**src/rtl/sfp_link_ctrl_pkg.sv**
```systemverilog
// Shared state encodings, widths and per-state output decode for the SFP+ link sequencer.
package sfp_link_pkg;

    localparam int unsigned TIMER_W = 24;
    localparam int unsigned RETRY_W = 4;

    typedef enum logic [2:0] {
        S_IDLE     = 3'd0,
        S_CLKWAIT  = 3'd1,
        S_TXON     = 3'd2,
        S_LINKWAIT = 3'd3,
        S_UP       = 3'd4,
        S_FAULT    = 3'd5,
        S_LOCKOUT  = 3'd6
    } state_e;

    typedef struct packed {
        logic tx_disable;
        logic pcs_rst;
        logic link_up;
        logic lockout;
    } out_t;

    localparam out_t OUT_SAFE     = '{tx_disable: 1'b1, pcs_rst: 1'b1, link_up: 1'b0, lockout: 1'b0};
    localparam out_t OUT_TXON     = '{tx_disable: 1'b0, pcs_rst: 1'b1, link_up: 1'b0, lockout: 1'b0};
    localparam out_t OUT_LINKWAIT = '{tx_disable: 1'b0, pcs_rst: 1'b0, link_up: 1'b0, lockout: 1'b0};
    localparam out_t OUT_UP       = '{tx_disable: 1'b0, pcs_rst: 1'b0, link_up: 1'b1, lockout: 1'b0};
    localparam out_t OUT_LOCKOUT  = '{tx_disable: 1'b1, pcs_rst: 1'b1, link_up: 1'b0, lockout: 1'b1};

    function automatic out_t state_outputs(state_e s);
        out_t o;
        case (s)
            S_TXON:     o = OUT_TXON;
            S_LINKWAIT: o = OUT_LINKWAIT;
            S_UP:       o = OUT_UP;
            S_LOCKOUT:  o = OUT_LOCKOUT;
            default:    o = OUT_SAFE;
        endcase
        return o;
    endfunction

endpackage

```
**src/rtl/sfp_link_ctrl_if.sv**
```systemverilog
// Pin bundle between the board top and the SFP+ link sequencer.
// Defining SFP_LINK_STATS_EN adds the link_down_cnt / fault_cnt statistics outputs.
interface sfp_link_ctrl_if;
    logic        sfp_clk_alarm_b;
    logic        sfp_tx_fault;
    logic        sfp_rx_los;
    logic        pcs_block_lock;
    logic        clear_lockout;
    logic        sfp_tx_disable;
    logic        pcs_rst;
    logic        link_up;
    logic        lockout;
    logic [3:0]  retry_cnt;
    logic [2:0]  state_o;
`ifdef SFP_LINK_STATS_EN
    logic [15:0] link_down_cnt;
    logic [15:0] fault_cnt;

    modport master (
        output sfp_clk_alarm_b, sfp_tx_fault, sfp_rx_los, pcs_block_lock, clear_lockout,
        input  sfp_tx_disable, pcs_rst, link_up, lockout, retry_cnt, state_o,
        input  link_down_cnt, fault_cnt
    );
    modport slave (
        input  sfp_clk_alarm_b, sfp_tx_fault, sfp_rx_los, pcs_block_lock, clear_lockout,
        output sfp_tx_disable, pcs_rst, link_up, lockout, retry_cnt, state_o,
        output link_down_cnt, fault_cnt
    );
`else
    modport master (
        output sfp_clk_alarm_b, sfp_tx_fault, sfp_rx_los, pcs_block_lock, clear_lockout,
        input  sfp_tx_disable, pcs_rst, link_up, lockout, retry_cnt, state_o
    );
    modport slave (
        input  sfp_clk_alarm_b, sfp_tx_fault, sfp_rx_los, pcs_block_lock, clear_lockout,
        output sfp_tx_disable, pcs_rst, link_up, lockout, retry_cnt, state_o
    );
`endif
endinterface

```
**src/rtl/sfp_link_ctrl_debounce.sv**
```systemverilog
// Two-flop synchronizer plus stability filter: the output follows the synchronized
// input only after CYCLES consecutive disagreeing cycles.
module sfp_debounce #(
    parameter int unsigned CYCLES    = 1000,
    parameter logic        RESET_VAL = 1'b0
) (
    input  logic clk_i,
    input  logic rst_ni,
    input  logic din_i,
    output logic dout_o
);

    localparam int unsigned      CNT_W    = (CYCLES > 1) ? $clog2(CYCLES) : 1;
    localparam logic [CNT_W-1:0] CNT_LAST = CNT_W'(CYCLES - 1);

    logic             meta_q;
    logic             sync_q;
    logic             filt_q;
    logic [CNT_W-1:0] cnt_q;

    always_ff @(posedge clk_i or negedge rst_ni) begin
        if (!rst_ni) begin
            meta_q <= RESET_VAL;
            sync_q <= RESET_VAL;
            filt_q <= RESET_VAL;
            cnt_q  <= '0;
        end else begin
            meta_q <= din_i;
            sync_q <= meta_q;
            if (sync_q == filt_q) begin
                cnt_q <= '0;
            end else if (cnt_q == CNT_LAST) begin
                filt_q <= sync_q;
                cnt_q  <= '0;
            end else begin
                cnt_q <= cnt_q + CNT_W'(1);
            end
        end
    end

    assign dout_o = filt_q;

endmodule

```
**src/rtl/sfp_link_ctrl.sv**
```systemverilog
// SFP+ 10G bring-up and fault sequencer; all decisions in the clk100 domain.
// Define SFP_LINK_STATS_EN to add saturating link-down and fault counters.
module sfp_link_ctrl
    import sfp_link_pkg::*;
#(
    parameter int unsigned DEBOUNCE_CYCLES = 1000,
    parameter int unsigned TX_ON_CYCLES    = 200000,
    parameter int unsigned LINK_TIMEOUT    = 5000000,
    parameter int unsigned FAULT_HOLD      = 1000000,
    parameter int unsigned MAX_RETRY       = 3
) (
    input  logic           clk100,
    input  logic           sys_rst_n,
    sfp_link_ctrl_if.slave sfp
);

    localparam logic [TIMER_W-1:0] TX_ON_LAST   = TIMER_W'(TX_ON_CYCLES - 1);
    localparam logic [TIMER_W-1:0] LINK_TO_LAST = TIMER_W'(LINK_TIMEOUT - 1);
    localparam logic [TIMER_W-1:0] HOLD_LAST    = TIMER_W'(FAULT_HOLD - 1);
    localparam logic [RETRY_W-1:0] RETRY_LIMIT  = RETRY_W'(MAX_RETRY);

    logic               alarm_ok;
    logic               fault_f;
    logic               los_f;
    logic               lock_meta_q;
    logic               lock_s_q;
    state_e             state_q, state_d;
    logic [TIMER_W-1:0] timer_q, timer_d;
    logic [RETRY_W-1:0] retry_q, retry_d;
    out_t               out_q;

    sfp_debounce #(.CYCLES(DEBOUNCE_CYCLES), .RESET_VAL(1'b0)) u_alarm (
        .clk_i(clk100), .rst_ni(sys_rst_n), .din_i(sfp.sfp_clk_alarm_b), .dout_o(alarm_ok)
    );
    sfp_debounce #(.CYCLES(DEBOUNCE_CYCLES), .RESET_VAL(1'b0)) u_fault (
        .clk_i(clk100), .rst_ni(sys_rst_n), .din_i(sfp.sfp_tx_fault), .dout_o(fault_f)
    );
    sfp_debounce #(.CYCLES(DEBOUNCE_CYCLES), .RESET_VAL(1'b1)) u_los (
        .clk_i(clk100), .rst_ni(sys_rst_n), .din_i(sfp.sfp_rx_los), .dout_o(los_f)
    );

    // Block lock is already qualified by the PCS, so it is only synchronized.
    always_ff @(posedge clk100 or negedge sys_rst_n) begin
        if (!sys_rst_n) begin
            lock_meta_q <= 1'b0;
            lock_s_q    <= 1'b0;
        end else begin
            lock_meta_q <= sfp.pcs_block_lock;
            lock_s_q    <= lock_meta_q;
        end
    end

    always_comb begin
        state_d = state_q;
        case (state_q)
            S_IDLE:    state_d = S_CLKWAIT;
            S_CLKWAIT: if (alarm_ok) state_d = S_TXON;
            S_TXON: begin
                if (fault_f)                  state_d = S_FAULT;
                else if (!alarm_ok)           state_d = S_CLKWAIT;
                else if (timer_q == TX_ON_LAST) state_d = S_LINKWAIT;
            end
            S_LINKWAIT: begin
                if (fault_f)                      state_d = S_FAULT;
                else if (!alarm_ok)               state_d = S_CLKWAIT;
                else if (!los_f && lock_s_q)      state_d = S_UP;
                else if (timer_q == LINK_TO_LAST) state_d = S_FAULT;
            end
            S_UP: begin
                if (fault_f)                state_d = S_FAULT;
                else if (!alarm_ok)         state_d = S_CLKWAIT;
                else if (los_f || !lock_s_q) state_d = S_LINKWAIT;
            end
            S_FAULT: begin
                if (timer_q == HOLD_LAST)
                    state_d = (retry_q == RETRY_LIMIT) ? S_LOCKOUT : S_CLKWAIT;
            end
            S_LOCKOUT: if (sfp.clear_lockout) state_d = S_CLKWAIT;
            default:   state_d = S_FAULT;
        endcase

        retry_d = retry_q;
        if (state_d == S_UP || (state_q == S_LOCKOUT && state_d == S_CLKWAIT))
            retry_d = '0;
        else if (state_q == S_FAULT && state_d == S_CLKWAIT && retry_q != '1)
            retry_d = retry_q + RETRY_W'(1);

        // Saturate rather than wrap so a long stay in a waiting state never aliases a timeout.
        if (state_d != state_q)  timer_d = '0;
        else if (timer_q != '1)  timer_d = timer_q + TIMER_W'(1);
        else                     timer_d = timer_q;
    end

    always_ff @(posedge clk100 or negedge sys_rst_n) begin
        if (!sys_rst_n) begin
            state_q <= S_IDLE;
            timer_q <= '0;
            retry_q <= '0;
            out_q   <= OUT_SAFE;
        end else begin
            state_q <= state_d;
            timer_q <= timer_d;
            retry_q <= retry_d;
            out_q   <= state_outputs(state_d);
        end
    end

    assign sfp.sfp_tx_disable = out_q.tx_disable;
    assign sfp.pcs_rst        = out_q.pcs_rst;
    assign sfp.link_up        = out_q.link_up;
    assign sfp.lockout        = out_q.lockout;
    assign sfp.retry_cnt      = retry_q;
    assign sfp.state_o        = state_q;

`ifdef SFP_LINK_STATS_EN
    logic [15:0] link_down_cnt_q;
    logic [15:0] fault_cnt_q;

    always_ff @(posedge clk100 or negedge sys_rst_n) begin
        if (!sys_rst_n) begin
            link_down_cnt_q <= '0;
            fault_cnt_q     <= '0;
        end else begin
            if (state_q == S_UP && state_d != S_UP && link_down_cnt_q != '1)
                link_down_cnt_q <= link_down_cnt_q + 16'd1;
            if (state_d == S_FAULT && state_q != S_FAULT && fault_cnt_q != '1)
                fault_cnt_q <= fault_cnt_q + 16'd1;
        end
    end

    assign sfp.link_down_cnt = link_down_cnt_q;
    assign sfp.fault_cnt     = fault_cnt_q;
`endif

endmodule
```
**src/flat_wrapper.sv**
```systemverilog
// flat-port wrapper written by rule: the top's interface ports become plain ports
module sfp_link_ctrl_flat import sfp_link_pkg::*;
#(
    parameter int unsigned DEBOUNCE_CYCLES = 1000,
    parameter int unsigned TX_ON_CYCLES    = 200000,
    parameter int unsigned LINK_TIMEOUT    = 5000000,
    parameter int unsigned FAULT_HOLD      = 1000000,
    parameter int unsigned MAX_RETRY       = 3
)
  (clk100, sys_rst_n, sfp_sfp_clk_alarm_b, sfp_sfp_tx_fault, sfp_sfp_rx_los, sfp_pcs_block_lock, sfp_clear_lockout, sfp_sfp_tx_disable, sfp_pcs_rst, sfp_link_up, sfp_lockout, sfp_retry_cnt, sfp_state_o);
  sfp_link_ctrl_if sfp_i ();
  input  logic clk100;
  input  logic sys_rst_n;
  input wire logic [$bits(sfp_i.sfp_clk_alarm_b)-1:0] sfp_sfp_clk_alarm_b;
  input wire logic [$bits(sfp_i.sfp_tx_fault)-1:0] sfp_sfp_tx_fault;
  input wire logic [$bits(sfp_i.sfp_rx_los)-1:0] sfp_sfp_rx_los;
  input wire logic [$bits(sfp_i.pcs_block_lock)-1:0] sfp_pcs_block_lock;
  input wire logic [$bits(sfp_i.clear_lockout)-1:0] sfp_clear_lockout;
  output wire logic [$bits(sfp_i.sfp_tx_disable)-1:0] sfp_sfp_tx_disable;
  output wire logic [$bits(sfp_i.pcs_rst)-1:0] sfp_pcs_rst;
  output wire logic [$bits(sfp_i.link_up)-1:0] sfp_link_up;
  output wire logic [$bits(sfp_i.lockout)-1:0] sfp_lockout;
  output wire logic [$bits(sfp_i.retry_cnt)-1:0] sfp_retry_cnt;
  output wire logic [$bits(sfp_i.state_o)-1:0] sfp_state_o;
  assign sfp_i.sfp_clk_alarm_b = sfp_sfp_clk_alarm_b;
  assign sfp_i.sfp_tx_fault = sfp_sfp_tx_fault;
  assign sfp_i.sfp_rx_los = sfp_sfp_rx_los;
  assign sfp_i.pcs_block_lock = sfp_pcs_block_lock;
  assign sfp_i.clear_lockout = sfp_clear_lockout;
  assign sfp_sfp_tx_disable = sfp_i.sfp_tx_disable;
  assign sfp_pcs_rst = sfp_i.pcs_rst;
  assign sfp_link_up = sfp_i.link_up;
  assign sfp_lockout = sfp_i.lockout;
  assign sfp_retry_cnt = sfp_i.retry_cnt;
  assign sfp_state_o = sfp_i.state_o;
  sfp_link_ctrl #(.DEBOUNCE_CYCLES(DEBOUNCE_CYCLES), .TX_ON_CYCLES(TX_ON_CYCLES), .LINK_TIMEOUT(LINK_TIMEOUT), .FAULT_HOLD(FAULT_HOLD), .MAX_RETRY(MAX_RETRY)) u_core (.clk100(clk100), .sys_rst_n(sys_rst_n), .sfp(sfp_i));
endmodule
```
**config.mk**
```make
export PLATFORM = sky130hd
export DESIGN_NAME = sfp_link_ctrl_flat
export DESIGN_NICKNAME = d
export VERILOG_FILES = /design/src/rtl/sfp_link_ctrl_pkg.sv /design/src/rtl/sfp_link_ctrl_if.sv /design/src/rtl/sfp_link_ctrl_debounce.sv /design/src/rtl/sfp_link_ctrl.sv /design/src/flat_wrapper.sv
export SDC_FILE = /design/constraint.sdc
export NUM_CORES = 1
export LEC_CHECK = 0
export CAP_MARGIN = 15
export CELL_PAD_IN_SITES_DETAIL_PLACEMENT = 0
export CELL_PAD_IN_SITES_GLOBAL_PLACEMENT = 2
export CORE_MARGIN = 3
export CORE_UTILIZATION = 40
export CTS_CLUSTER_DIAMETER = 50
export DETAILED_ROUTE_END_ITERATION = 8
export DONT_BUFFER_PORTS = 1
export PLACE_DENSITY = 0.77
export SLEW_MARGIN = 25
export SYNTH_ARGS = -nofsm -noshare
export SYNTH_HDL_FRONTEND = slang
export SYNTH_HIERARCHICAL = 1
export SYNTH_SLANG_ARGS = --single-unit
```
**constraint.sdc**
```tcl
create_clock -name clk100 -period 2.8 [get_ports clk100]
set_input_delay 0.84 -clock clk100 [delete_from_list [all_inputs] [get_ports clk100]]
set_output_delay 0.84 -clock clk100 [all_outputs]
set_load 0.05 [all_outputs]
```
==> results of run 1 <==
## critical path, stage by stage, from the launching register on
cell                       delay [ns]
sky130_fd_sc_hd__dfrtp_1         0.42
sky130_fd_sc_hd__or4_4           0.54
sky130_fd_sc_hd__nor4b_4         0.36
sky130_fd_sc_hd__a31oi_2         0.18
sky130_fd_sc_hd__a31oi_2         0.30
sky130_fd_sc_hd__mux2_4          0.35
sky130_fd_sc_hd__nand2b_4        0.23
sky130_fd_sc_hd__nor3_1          0.22
## registers in the layout (all words and copies together) (netlist names)
register                   flops
u_core/sfp.link_up             1
u_core/sfp.pcs_rst             1
u_core/sfp.sfp_tx_disable      1
u_core/u_los/dout_o            1
u_core/u_los/meta_q            1
u_core/u_fault/cnt_q          10
u_core/u_alarm/meta_q          1
u_core/u_los/sync_q            1
u_core/sfp.retry_cnt           4
u_core/u_alarm/sync_q          1
u_core/u_fault/dout_o          1
u_core/sfp.lockout             1
u_core/u_alarm/dout_o          1
u_core/u_fault/sync_q          1
u_core/lock_meta_q             1
u_core/u_fault/meta_q          1
u_core/u_alarm/cnt_q          10
u_core/sfp.state_o             3
u_core/lock_s_q                1
u_core/timer_q                24
u_core/u_los/cnt_q            10
## layout by cell type, fill, tap and decap left out, types with 4 or more instances in the layout
cell / n
sky130_fd_sc_hd__a21oi_1: 16
sky130_fd_sc_hd__a31o_2: 4
sky130_fd_sc_hd__a31oi_1: 4
sky130_fd_sc_hd__and3_1: 5
sky130_fd_sc_hd__and4_1: 4
sky130_fd_sc_hd__buf_4: 10
sky130_fd_sc_hd__clkbuf_8: 11
sky130_fd_sc_hd__dfrtp_1: 71
sky130_fd_sc_hd__dfstp_2: 5
sky130_fd_sc_hd__ha_1: 5
sky130_fd_sc_hd__inv_1: 10
sky130_fd_sc_hd__nand2_1: 26
sky130_fd_sc_hd__nand3_1: 25
sky130_fd_sc_hd__nand4_1: 17
sky130_fd_sc_hd__nor2_1: 53
sky130_fd_sc_hd__nor2b_1: 4
sky130_fd_sc_hd__nor3_1: 6
sky130_fd_sc_hd__nor4_1: 4
sky130_fd_sc_hd__o211ai_1: 5
sky130_fd_sc_hd__o21ai_0: 10
sky130_fd_sc_hd__o31ai_1: 4
sky130_fd_sc_hd__or3_1: 6
sky130_fd_sc_hd__or4_1: 6
sky130_fd_sc_hd__xnor2_1: 12
sky130_fd_sc_hd__xor2_1: 24
## worst max-delay path by stage
stage | endpoint | from | slack (ns) | cells after the start
3_3_place_gp | u_core/timer_q[0] | u_core/timer_q[21] | 0.20 | 7
3_5_place_dp | u_core/timer_q[0] | u_core/timer_q[21] | 0.11 | 7
2_1_floorplan | u_core/timer_q[16] | u_core/timer_q[7] | 0.33 | 8
5_1_grt | u_core/timer_q[8] | u_core/timer_q[21] | 0.001 | 7
6_report | u_core/timer_q[8] | u_core/timer_q[21] | 0.11 | 7
4_1_cts | u_core/timer_q[8] | u_core/timer_q[21] | 0.08 | 7
## area by class of cell
type,instances,area [µm²]
Fill cell,931,5010
Sequential cell,76,1910
Tap cell,129,161
Clock buffer,11,151
Timing Repair Buffer,10,75.1
Inverter,10,37.5
Clock inverter,5,82.6
Multi-Input combinational cell,301,2030
## power breakdown
part / switching, mW / leakage, nW / internal, mW
Clock: 0.423 / 0.120 / 0.554
Sequential: 0.0150 / 0.982 / 1.11
Combinational: 0.0233 / 0.696 / 0.0177
## cells by family (layout without fill, tap and decap cells)
group	Yosys count	count (layout)	synth area share, %
buffers and inverters	15	36	2.13
AOI/OAI and AO/OA	62	62	10.9
and+or+nand+nor	191	192	28.1
adders and majority gates	5	5	1.56
xor gates and xnor gates	36	36	7.89
muxes	6	6	1.72
DFF	76	76	47.7
## per-layer routing
metal	up-vias	share of wire [%]
met5	-	0
met4	0	1.3
met3	10	3.2
met2	43	49
met1	1469	47
li1	1472	-
## repair_timing
item,4_1_cts,5_1_grt
resized for setup,0,2
endpoints found under the setup margin,0,13
endpoints found under the hold margin,0,0
buffers inserted,0,1
==> Implementation_results.wiki, run 1 <==
{| class="wikitable"
! Metric !! Value
|-
| Status || finished clean
|-
| First-pass GRT wire length || 14400 µm
|-
| Buffer depth of the longest clock path || 2
|-
| Width of the die || 106 µm
|-
| Placement Rows || 35
|-
| Crit end category || register
|-
| Power density normalized to cell area || 482 nW/µm²
|-
| Post-route clock period utilization || 96.0%
|-
| Count of routing violations after the opening detailed-route iteration || 130
|-
| Slack of the critical path || 0.111 ns
|-
| Routing usage on met3 || 4.13%
|-
| Maximum Capacitance Violations || 0
|-
| TritonCTS clock tree || done
|-
| Critical path start-end classification || register to register
|-
| Hpwl dp || 5860 µm
|-
| Via count || 2994
|-
| Area growth, synth to finish || 11.3%
|-
| Count of nets after finishing || 420
|-
| Worst slew margin relative to its limit || 63.9%
|-
| Clock latency on the worst-skew pair || 0.35 ns
|-
| Number of buffer cells added on primary ports || 0
|-
| Largest net degree at the start of global routing || 77
|-
| Leakage power of the design || 1.80 nW
|-
| Largest area contributor in the synthesized netlist || sky130_fd_sc_hd__dfrtp_1
|-
| Inserted Clock Buffers || 9
|-
| Worst path arrival time || 2.95 ns
|-
| Root buffer cell || sky130_fd_sc_hd__clkbuf_8
|-
| Crit path time final || 2.69 ns
|-
| Gate Count Post-Synth || 391
|-
| DR vias/cell || 5.52
|-
| Remaining antenna violation count || 0
|-
| Library cells used by synthesis || 63
|-
| Diode count || 0
|-
| Total of hold buffers inserted after clock tree synthesis || 0
|-
| Final Non-Filler Cells || 542
|-
| Routing usage on met2 || 26.4%
|-
| Routed wire length per instance || 15.8 µm
|-
| Maximum fanout along the worst path || 13
|-
| Nature of the critical path startpoint || register
|-
| Most repeated cell in the gate-level netlist after synthesis || sky130_fd_sc_hd__dfrtp_1
|-
| GR Util met1 || 20.7%
|-
| Total congestion overflow after global routing || 0
|-
| Cell types with the largest area share after synthesis || sky130_fd_sc_hd__dfrtp_1 (44%), sky130_fd_sc_hd__xor2_1 (5.3%), sky130_fd_sc_hd__nor2_1 (5.0%)
|-
| Total die area || 11200 µm²
|-
| Yosys top cell area share || 44.4%
|-
| Post-layout utilization of the core || 47.1%
|-
| Setup slack at placement || 0.112 ns
|-
| Total cell area at the placement stage || 4180 µm²
|-
| Top post-synthesis cells by count || sky130_fd_sc_hd__dfrtp_1 (71), sky130_fd_sc_hd__nor2_1 (53), sky130_fd_sc_hd__nand2_1 (26)
|-
| Vertical die dimension || 106 µm
|-
| Primary FF master, synth || sky130_fd_sc_hd__dfrtp_1
|-
| Mean instance size in the synthesized netlist || 10.2 µm²
|-
| Fin Hold WS || 0.172 ns
|-
| Clock H-tree levels || 3
|-
| Share of layout cells above drive strength 1 || 17.7%
|-
| RSZ-0062 raised after global routing || no
|-
| IO Pins || 18
|-
| Sequential area share after synthesis || 47.7%
|-
| Finished layout cell area || 4450 µm²
|-
| Skew final || 0.0100 ns
|-
| Placer Congestion || 0.838
|-
| Global-route total usage across every layer || 16.0%
|-
| Post-Place Cells || 524
|-
| Top Usage Layer GRT || met2
|-
| Number of enable flip-flop cells after synthesis || 0
|-
| IR drop worst, VDD || 275 µV
|-
| Capture instance of the worst register-to-register path || u_core/timer_q[8]
|-
| Maximum clock frequency || 0.372 GHz
|-
| Startpoint of the most critical register-to-register path || u_core/timer_q[21]
|-
| Data required time of the worst path || 3.06 ns
|-
| Total wire length after detailed routing || 8550 µm
|-
| Number of storage elements in the synthesis netlist || 76
|-
| Initial core utilization || 42.3%
|-
| Final setup viols || 0
|-
| Yosys warning total || 6
|-
| Transition at the pin with the smallest max-transition slack || 0.542 ns
|-
| Worst hold path type || input pin to asynchronous set/reset pin
|-
| Clock transition at path regs || 0.08 ns
|-
| Count of final hold-check violations || 0
|-
| Overall power after layout || 2.15 mW
|-
| Number of global-route vias before repair || 2831
|-
| Clock sinks || 76
|-
| Antenna violations before repair || 0
|-
| Share of synthesized registers carrying an async set or reset || 100%
|-
| First drt pass iteration count || 4
|-
| Summed instance area of the synthesized netlist || 4000 µm²
|-
| Setup slack, reg-to-reg || 0.11 ns
|-
| Slew Limit Fails || 0
|-
| Worst-case reg-to-reg path depth || 7
|-
| Remaining design rule violation count || 0
|-
| Area of the core region || 9460 µm²
|-
| Total nets after synthesis || 403
|-
| Setup TNS || 0 ns
|}
No activity file was read; power rests on OpenSTA's default activity.
==> run 2: changes to the inputs <==
MAX_ROUTING_LAYER = met4   (was default)
SKIP_CTS_REPAIR_TIMING = 1   (was default)
SLEW_MARGIN = 20   (was 25)
==> run 2 against run 1 <==
Compared with the run above: setup slack got worse by 0.034 ns; largest power group unchanged; total power fell by 0.19%; critical path depth did not move; first-iteration DRC count fell by 8.5%; flip-flop and latch count did not move; final area did not move; via count rose by 1.0%; sequential power barely moved; clock power fell by 0.4%; critical path type unchanged.
==> Implementation_results.wiki, run 2 (synthesis results as in run 1) <==
{| class="wikitable"
! Metric !! Value
|-
| Filler Cell Count || 931 (unchanged)
|-
| IO Pins || 18 (unchanged)
|-
| Skew final || 0.0106 ns (+0.000583 ns)
|-
| Transition at the pin with the smallest max-transition slack || 0.524 ns (-0.0180 ns)
|-
| Area growth, synth to finish || 11.3% (unchanged)
|-
| CP max stage delay || 0.54 ns (about the same)
|-
| Most frequent CP cell || sky130_fd_sc_hd__a31oi_2
|-
| Clock transition at path regs || 0.08 ns (about the same)
|-
| Antenna violations before repair || 0 (unchanged)
|-
| Placer Congestion || 0.851 (+1.6%)
|-
| Leakage power of the design || 1.80 nW (unchanged)
|-
| Maximum clock frequency || 0.367 GHz (-1.2%)
|-
| Total die area || 11200 µm² (unchanged)
|-
| Worst slew margin relative to its limit || 65.1% (+1.2 points)
|-
| Slew Limit Fails || 0 (unchanged)
|-
| Maximum Capacitance Violations || 0 (unchanged)
|-
| DR vias/cell || 5.58 (+1.0%)
|-
| Crit end category || register
|-
| IR drop worst, VDD || 274 µV (-0.56%)
|-
| Count of final hold-check violations || 0 (unchanged)
|-
| Crit path time final || 2.72 ns (+0.0336 ns)
|-
| Clock H-tree levels || 3 (unchanged)
|-
| Initial core utilization || 42.3% (unchanged)
|-
| First-pass GRT wire length || 14500 µm (about the same)
|-
| Clock sinks || 76 (unchanged)
|-
| Remaining antenna violation count || 0 (unchanged)
|-
| Setup slack at placement || 0.112 ns (unchanged)
|-
| Total wire length after detailed routing || 8570 µm (+0.26%)
|-
| Critical path start-end classification || register to register
|-
| TritonCTS clock tree || done
|-
| Master of the slowest instance on the critical path || sky130_fd_sc_hd__or4_4
|-
| Global-route total usage across every layer || 16.5% (+0.48 points)
|-
| Diode count || 0 (unchanged)
|-
| Power density normalized to cell area || 482 nW/µm² (-0.19%)
|-
| Critical path cell sequence || or4_4 > nor4b_4 > a31oi_2 > a31oi_2 > mux2_4 > nand2b_4 > nor3_1
|-
| Area of the core region || 9460 µm² (unchanged)
|-
| Count of nets after finishing || 420 (unchanged)
|-
| Register with the highest flop count || u_core/timer_q
|-
| Commonest non-fill, non-tap cell in the layout || sky130_fd_sc_hd__dfrtp_1
|-
| Delay-heaviest family, CP || simple AND/OR/NAND/NOR gates
|-
| Worst hold path type || input pin to asynchronous set/reset pin
|-
| Worst-case reg-to-reg path depth || 7 (unchanged)
|-
| Most frequent cells in the layout || sky130_fd_sc_hd__dfrtp_1 (71), sky130_fd_sc_hd__nor2_1 (53), sky130_fd_sc_hd__nand2_1 (26), sky130_fd_sc_hd__nand3_1 (25), sky130_fd_sc_hd__xor2_1 (24)
|-
| Total congestion overflow after global routing || 0 (unchanged)
|-
| Buffer depth of the longest clock path || 2 (unchanged)
|-
| Routed wire length per instance || 15.8 µm (+0.26%)
|-
| Post-route clock period utilization || 97.2% (+1.2 points)
|-
| Maximum fanout along the worst path || 13 (unchanged)
|-
| Final setup viols || 0 (unchanged)
|-
| Count of routing violations after the opening detailed-route iteration || 119 (-8.5%)
|-
| Number of buffer cells added on primary ports || 0 (unchanged)
|-
| RSZ-0062 raised after global routing || no
|-
| Status || finished clean
|-
| Nature of the critical path startpoint || register
|-
| Fin Hold WS || 0.174 ns (+0.00166 ns)
|-
| Worst path arrival time || 2.98 ns (+0.03 ns)
|-
| Width of the die || 106 µm (unchanged)
|-
| CP bufs+invs || 0 (unchanged)
|-
| Clock latency on the worst-skew pair || 0.35 ns (about the same)
|-
| Root buffer cell || sky130_fd_sc_hd__clkbuf_8
|-
| Slack of the critical path || 0.0779 ns (-0.0336 ns)
|-
| Remaining design rule violation count || 0 (unchanged)
|-
| Data required time of the worst path || 3.05 ns (about the same)
|-
| Largest net degree at the start of global routing || 77 (unchanged)
|-
| Hpwl dp || 5860 µm (unchanged)
|-
| Number of global-route vias before repair || 2837 (+0.21%)
|-
| Flip-flop count of the largest register, all copies and words added || 24 (unchanged)
|-
| Inserted Clock Buffers || 9 (unchanged)
|-
| Finished layout cell area || 4450 µm² (unchanged)
|-
| WP depth || 7 (unchanged)
|-
| Via count || 3024 (+1.0%)
|-
| First drt pass iteration count || 4 (unchanged)
|-
| Vertical die dimension || 106 µm (unchanged)
|-
| Share of layout cells above drive strength 1 || 17.7% (unchanged)
|-
| Total cell area at the placement stage || 4180 µm² (unchanged)
|-
| Setup TNS || 0 ns (unchanged)
|-
| Placement Rows || 35 (unchanged)
|}
run 2: metal layers:
layer / track usage (%) / vias up / wire, µm
met5: - / - / 0
met4: 5.00 / 0 / 104
met3: 4.13 / 10 / 301
met2: 26.5 / 56 / 4220
met1: 20.7 / 1484 / 3950
li1: - / 1474 / -
run 2: worst paths after layout:
kind                                        from                     to  slack, ns
max                           u_core/timer_q[21]      u_core/timer_q[8]       0.08
min                                    sys_rst_n  u_core/u_los/cnt_q[6]       0.17
max reg2reg                   u_core/timer_q[21]      u_core/timer_q[8]       0.08
min reg2reg                u_core/u_alarm/meta_q  u_core/u_alarm/sync_q       0.36
max in group asynchronous              sys_rst_n     u_core/sfp.pcs_rst       2.41
min in group clk100        u_core/u_alarm/meta_q  u_core/u_alarm/sync_q       0.36
run 2: layout make-up:
cell class,count,area [µm²],share of cell area [%]
clock inverters,5,82.6,1.86
multi-input cells,301,2030,45.7
clock buffers,11,151,3.40
flip-flops and latches,76,1910,42.9
inverters,10,37.5,0.843
well taps,129,161,3.63
repair buffers,10,75.1,1.69
run 2: worst reg2reg max path, cell delays in order, from the launching register on:
cell and delay [ns]:
sky130_fd_sc_hd__dfrtp_1 0.42, sky130_fd_sc_hd__or4_4 0.54, sky130_fd_sc_hd__nor4b_4 0.36, sky130_fd_sc_hd__a31oi_2 0.18, sky130_fd_sc_hd__a31oi_2 0.30, sky130_fd_sc_hd__mux2_4 0.35
sky130_fd_sc_hd__nand2b_4 0.23, sky130_fd_sc_hd__nor3_1 0.25
run 2: where the power goes:
part           switching (mW)  internal [mW]
sequential             0.0151           1.11
clock                   0.419          0.554
combinational          0.0231         0.0177
run 2: metrics by stage:
stage          std cells  utilization, %  power [mW]
2_1_floorplan        391               -        1.18
3_3_place_gp         524            44.2        1.19
3_5_place_dp         524            44.2        1.19
4_1_cts              540            46.7        2.19
5_1_grt              542            47.1        2.24
6_report             542            47.1        2.14
==> run 3: changes to the inputs <==
SETUP_SLACK_MARGIN = 0.15   (was default)
==> run 3 against run 2 <==
Compared with the run above: via count is essentially flat; worst hold slack lost 0.0011 ns; critical endpoint is now u_core/timer_q[14]; clock power is essentially flat; sequential share of layout area shrank 0.92 points; setup slack gained 0.11 ns; core utilization grew 1.1 points; largest power group unchanged; fmax grew 4.2%; total power is essentially flat; clock-buffer cell count is the same; largest cell class unchanged; final area grew 2.2%; sequential power is essentially flat.
==> Implementation_results.wiki, run 3 (synthesis results as in run 1) <==
{| class="wikitable"
! Metric !! Value
|-
| Maximum Capacitance Violations || 0 (unchanged)
|-
| Combined flip-flop and latch cell area || 1910 µm² (about the same)
|-
| Worst hold path type || input pin to asynchronous set/reset pin
|-
| Maximum fanout along the worst path || 6 (-7)
|-
| Transition at the pin with the smallest max-transition slack || 0.599 ns (+0.0747 ns)
|-
| Post-Place Cells || 524 (unchanged)
|-
| Maximum clock frequency || 0.383 GHz (+4.2%)
|-
| First drt pass iteration count || 4 (unchanged)
|-
| Crit end category || register
|-
| First-pass GRT wire length || 14500 µm (unchanged)
|-
| Critical path cell sequence || or4_4 > nor4b_4 > a31oi_4 > a31oi_4 > mux2_4 > nand4b_4 > nor2_2
|-
| Area growth, synth to finish || 13.8%
|-
| Clock sinks || 76 (unchanged)
|-
| TritonCTS clock tree || done
|-
| Post-route clock period utilization || 93.3% (-3.9 points)
|-
| Total wire length after detailed routing || 8740 µm (+1.9%)
|-
| Register with the highest flop count || u_core/timer_q
|-
| Global-route total usage across every layer || 16.5% (unchanged)
|-
| Total cell area at the placement stage || 4180 µm² (unchanged)
|-
| Total die area || 11200 µm² (unchanged)
|-
| Clock latency on the worst-skew pair || 0.35 ns (about the same)
|-
| Skew final || 0.0101 ns (-0.000520 ns)
|-
| Via count || 3027 (+0.099%)
|-
| Setup TNS || 0 ns (unchanged)
|-
| Placement Rows || 35 (unchanged)
|-
| Placer Congestion || 0.851 (unchanged)
|-
| Slew Limit Fails || 0 (unchanged)
|-
| Flip-flop count of the largest register, all copies and words added || 24 (unchanged)
|-
| Vertical die dimension || 106 µm (unchanged)
|-
| Slack of the critical path || 0.187 ns (+0.109 ns)
|-
| Master of the slowest instance on the critical path || sky130_fd_sc_hd__or4_4
|-
| Area of the core region || 9460 µm² (unchanged)
|-
| Leakage power of the design || 1.81 nW (+0.82%)
|-
| Buffer depth of the longest clock path || 2 (unchanged)
|-
| Routed wire length per instance || 16.0 µm (+1.4%)
|-
| Data required time of the worst path || 3.08 ns (+0.03 ns)
|-
| Commonest non-fill, non-tap cell in the layout || sky130_fd_sc_hd__dfrtp_1
|-
| Nature of the critical path startpoint || register
|-
| Number of global-route vias before repair || 2837 (unchanged)
|-
| Count of final hold-check violations || 0 (unchanged)
|-
| Final Non-Filler Cells || 545 (+0.55%)
|-
| Overall power after layout || 2.15 mW (about the same)
|-
| Remaining antenna violation count || 0 (unchanged)
|-
| Status || finished clean
|-
| Clock H-tree levels || 3 (unchanged)
|-
| Final setup viols || 0 (unchanged)
|-
| CP max stage delay || 0.54 ns (about the same)
|-
| Power density normalized to cell area || 471 nW/µm² (-2.1%)
|-
| Setup slack at placement || 0.112 ns (unchanged)
|-
| RSZ-0062 raised after global routing || yes
|-
| IO Pins || 18 (unchanged)
|-
| Initial core utilization || 42.3% (unchanged)
|-
| Delay-heaviest family, CP || simple AND/OR/NAND/NOR gates
|-
| Diode count || 0 (unchanged)
|-
| Remaining design rule violation count || 0 (unchanged)
|-
| Area occupied by multi-input gates || 2120 µm² (+4.1%)
|-
| Hpwl dp || 5860 µm (unchanged)
|-
| CP bufs+invs || 0 (unchanged)
|-
| Root buffer cell || sky130_fd_sc_hd__clkbuf_8
|-
| Largest net degree at the start of global routing || 77 (unchanged)
|-
| Share of layout cells above drive strength 1 || 21.4% (+3.7 points)
|-
| Worst path arrival time || 2.89 ns (-0.09 ns)
|-
| Total congestion overflow after global routing || 0 (unchanged)
|-
| Inserted Clock Buffers || 9 (unchanged)
|-
| Filler Cell Count || 918 (-1.4%)
|-
| IR drop worst, VDD || 274 µV (about the same)
|-
| Finished layout cell area || 4550 µm² (+2.2%)
|-
| Number of buffer cells added on primary ports || 0 (unchanged)
|-
| Clock transition at path regs || 0.08 ns (about the same)
|-
| Crit path time final || 2.61 ns (-0.109 ns)
|-
| Worst slew margin relative to its limit || 59.7% (-5.4 points)
|-
| Antenna violations before repair || 0 (unchanged)
|-
| Count of routing violations after the opening detailed-route iteration || 139 (+17%)
|-
| Most frequent cells in the layout || sky130_fd_sc_hd__dfrtp_1 (70), sky130_fd_sc_hd__nor2_1 (47), sky130_fd_sc_hd__nand2_1 (26), sky130_fd_sc_hd__nand3_1 (24), sky130_fd_sc_hd__xor2_1 (24)
|-
| Most frequent CP cell || sky130_fd_sc_hd__a31oi_4
|-
| Critical path start-end classification || register to register
|-
| DR vias/cell || 5.55 (-0.45%)
|-
| Width of the die || 106 µm (unchanged)
|-
| Count of nets after finishing || 423 (+0.71%)
|}
==> run 3: per-stage QoR <==
stage,util (%),hold slack (ns)
global route,48.1,0.135
floorplan,-,0.331
finish,48.1,0.173
detailed placement,44.2,0.341
CTS,46.7,0.142
global placement,44.2,0.331
==> run 3: final cells by class <==
class / instances / area share [%]
clock buffer: 11 / 3.33
clock inverter: 5 / 1.81
inverter: 10 / 0.825
multi-input combinational: 302 / 46.5
sequential: 76 / 42.0
tap: 129 / 3.55
timing repair buffer: 12 / 1.98
==> run 3: worst paths after layout <==
check,from,end,slack (ns),depth (start not counted)
min in group clk100,u_core/u_alarm/meta_q,u_core/u_alarm/sync_q,0.36,0
max in group asynchronous,sys_rst_n,u_core/sfp.sfp_tx_disable,2.42,0
hold / removal,sys_rst_n,u_core/u_los/cnt_q[6],0.17,0
setup / recovery,u_core/timer_q[21],u_core/timer_q[14],0.19,7
hold reg to reg,u_core/u_alarm/meta_q,u_core/u_alarm/sync_q,0.36,0
setup reg to reg,u_core/timer_q[21],u_core/timer_q[14],0.19,7
==> run 3: where the power goes <==
group / internal (mW) / total (mW) / switching, mW
Combinational: 0.0190 / 0.0430 / 0.0240
Clock: 0.554 / 0.973 / 0.419
Sequential: 1.11 / 1.13 / 0.0151
Total: 1.69 / 2.15 / 0.458
==> run 3: per-layer routing <==
metal	up-vias	track usage (%)	wire length [µm]
met4	0	5.00	101
met2	45	26.5	4360
met1	1487	20.7	4010
met3	10	4.13	257
li1	1485	-	-
met5	-	-	0
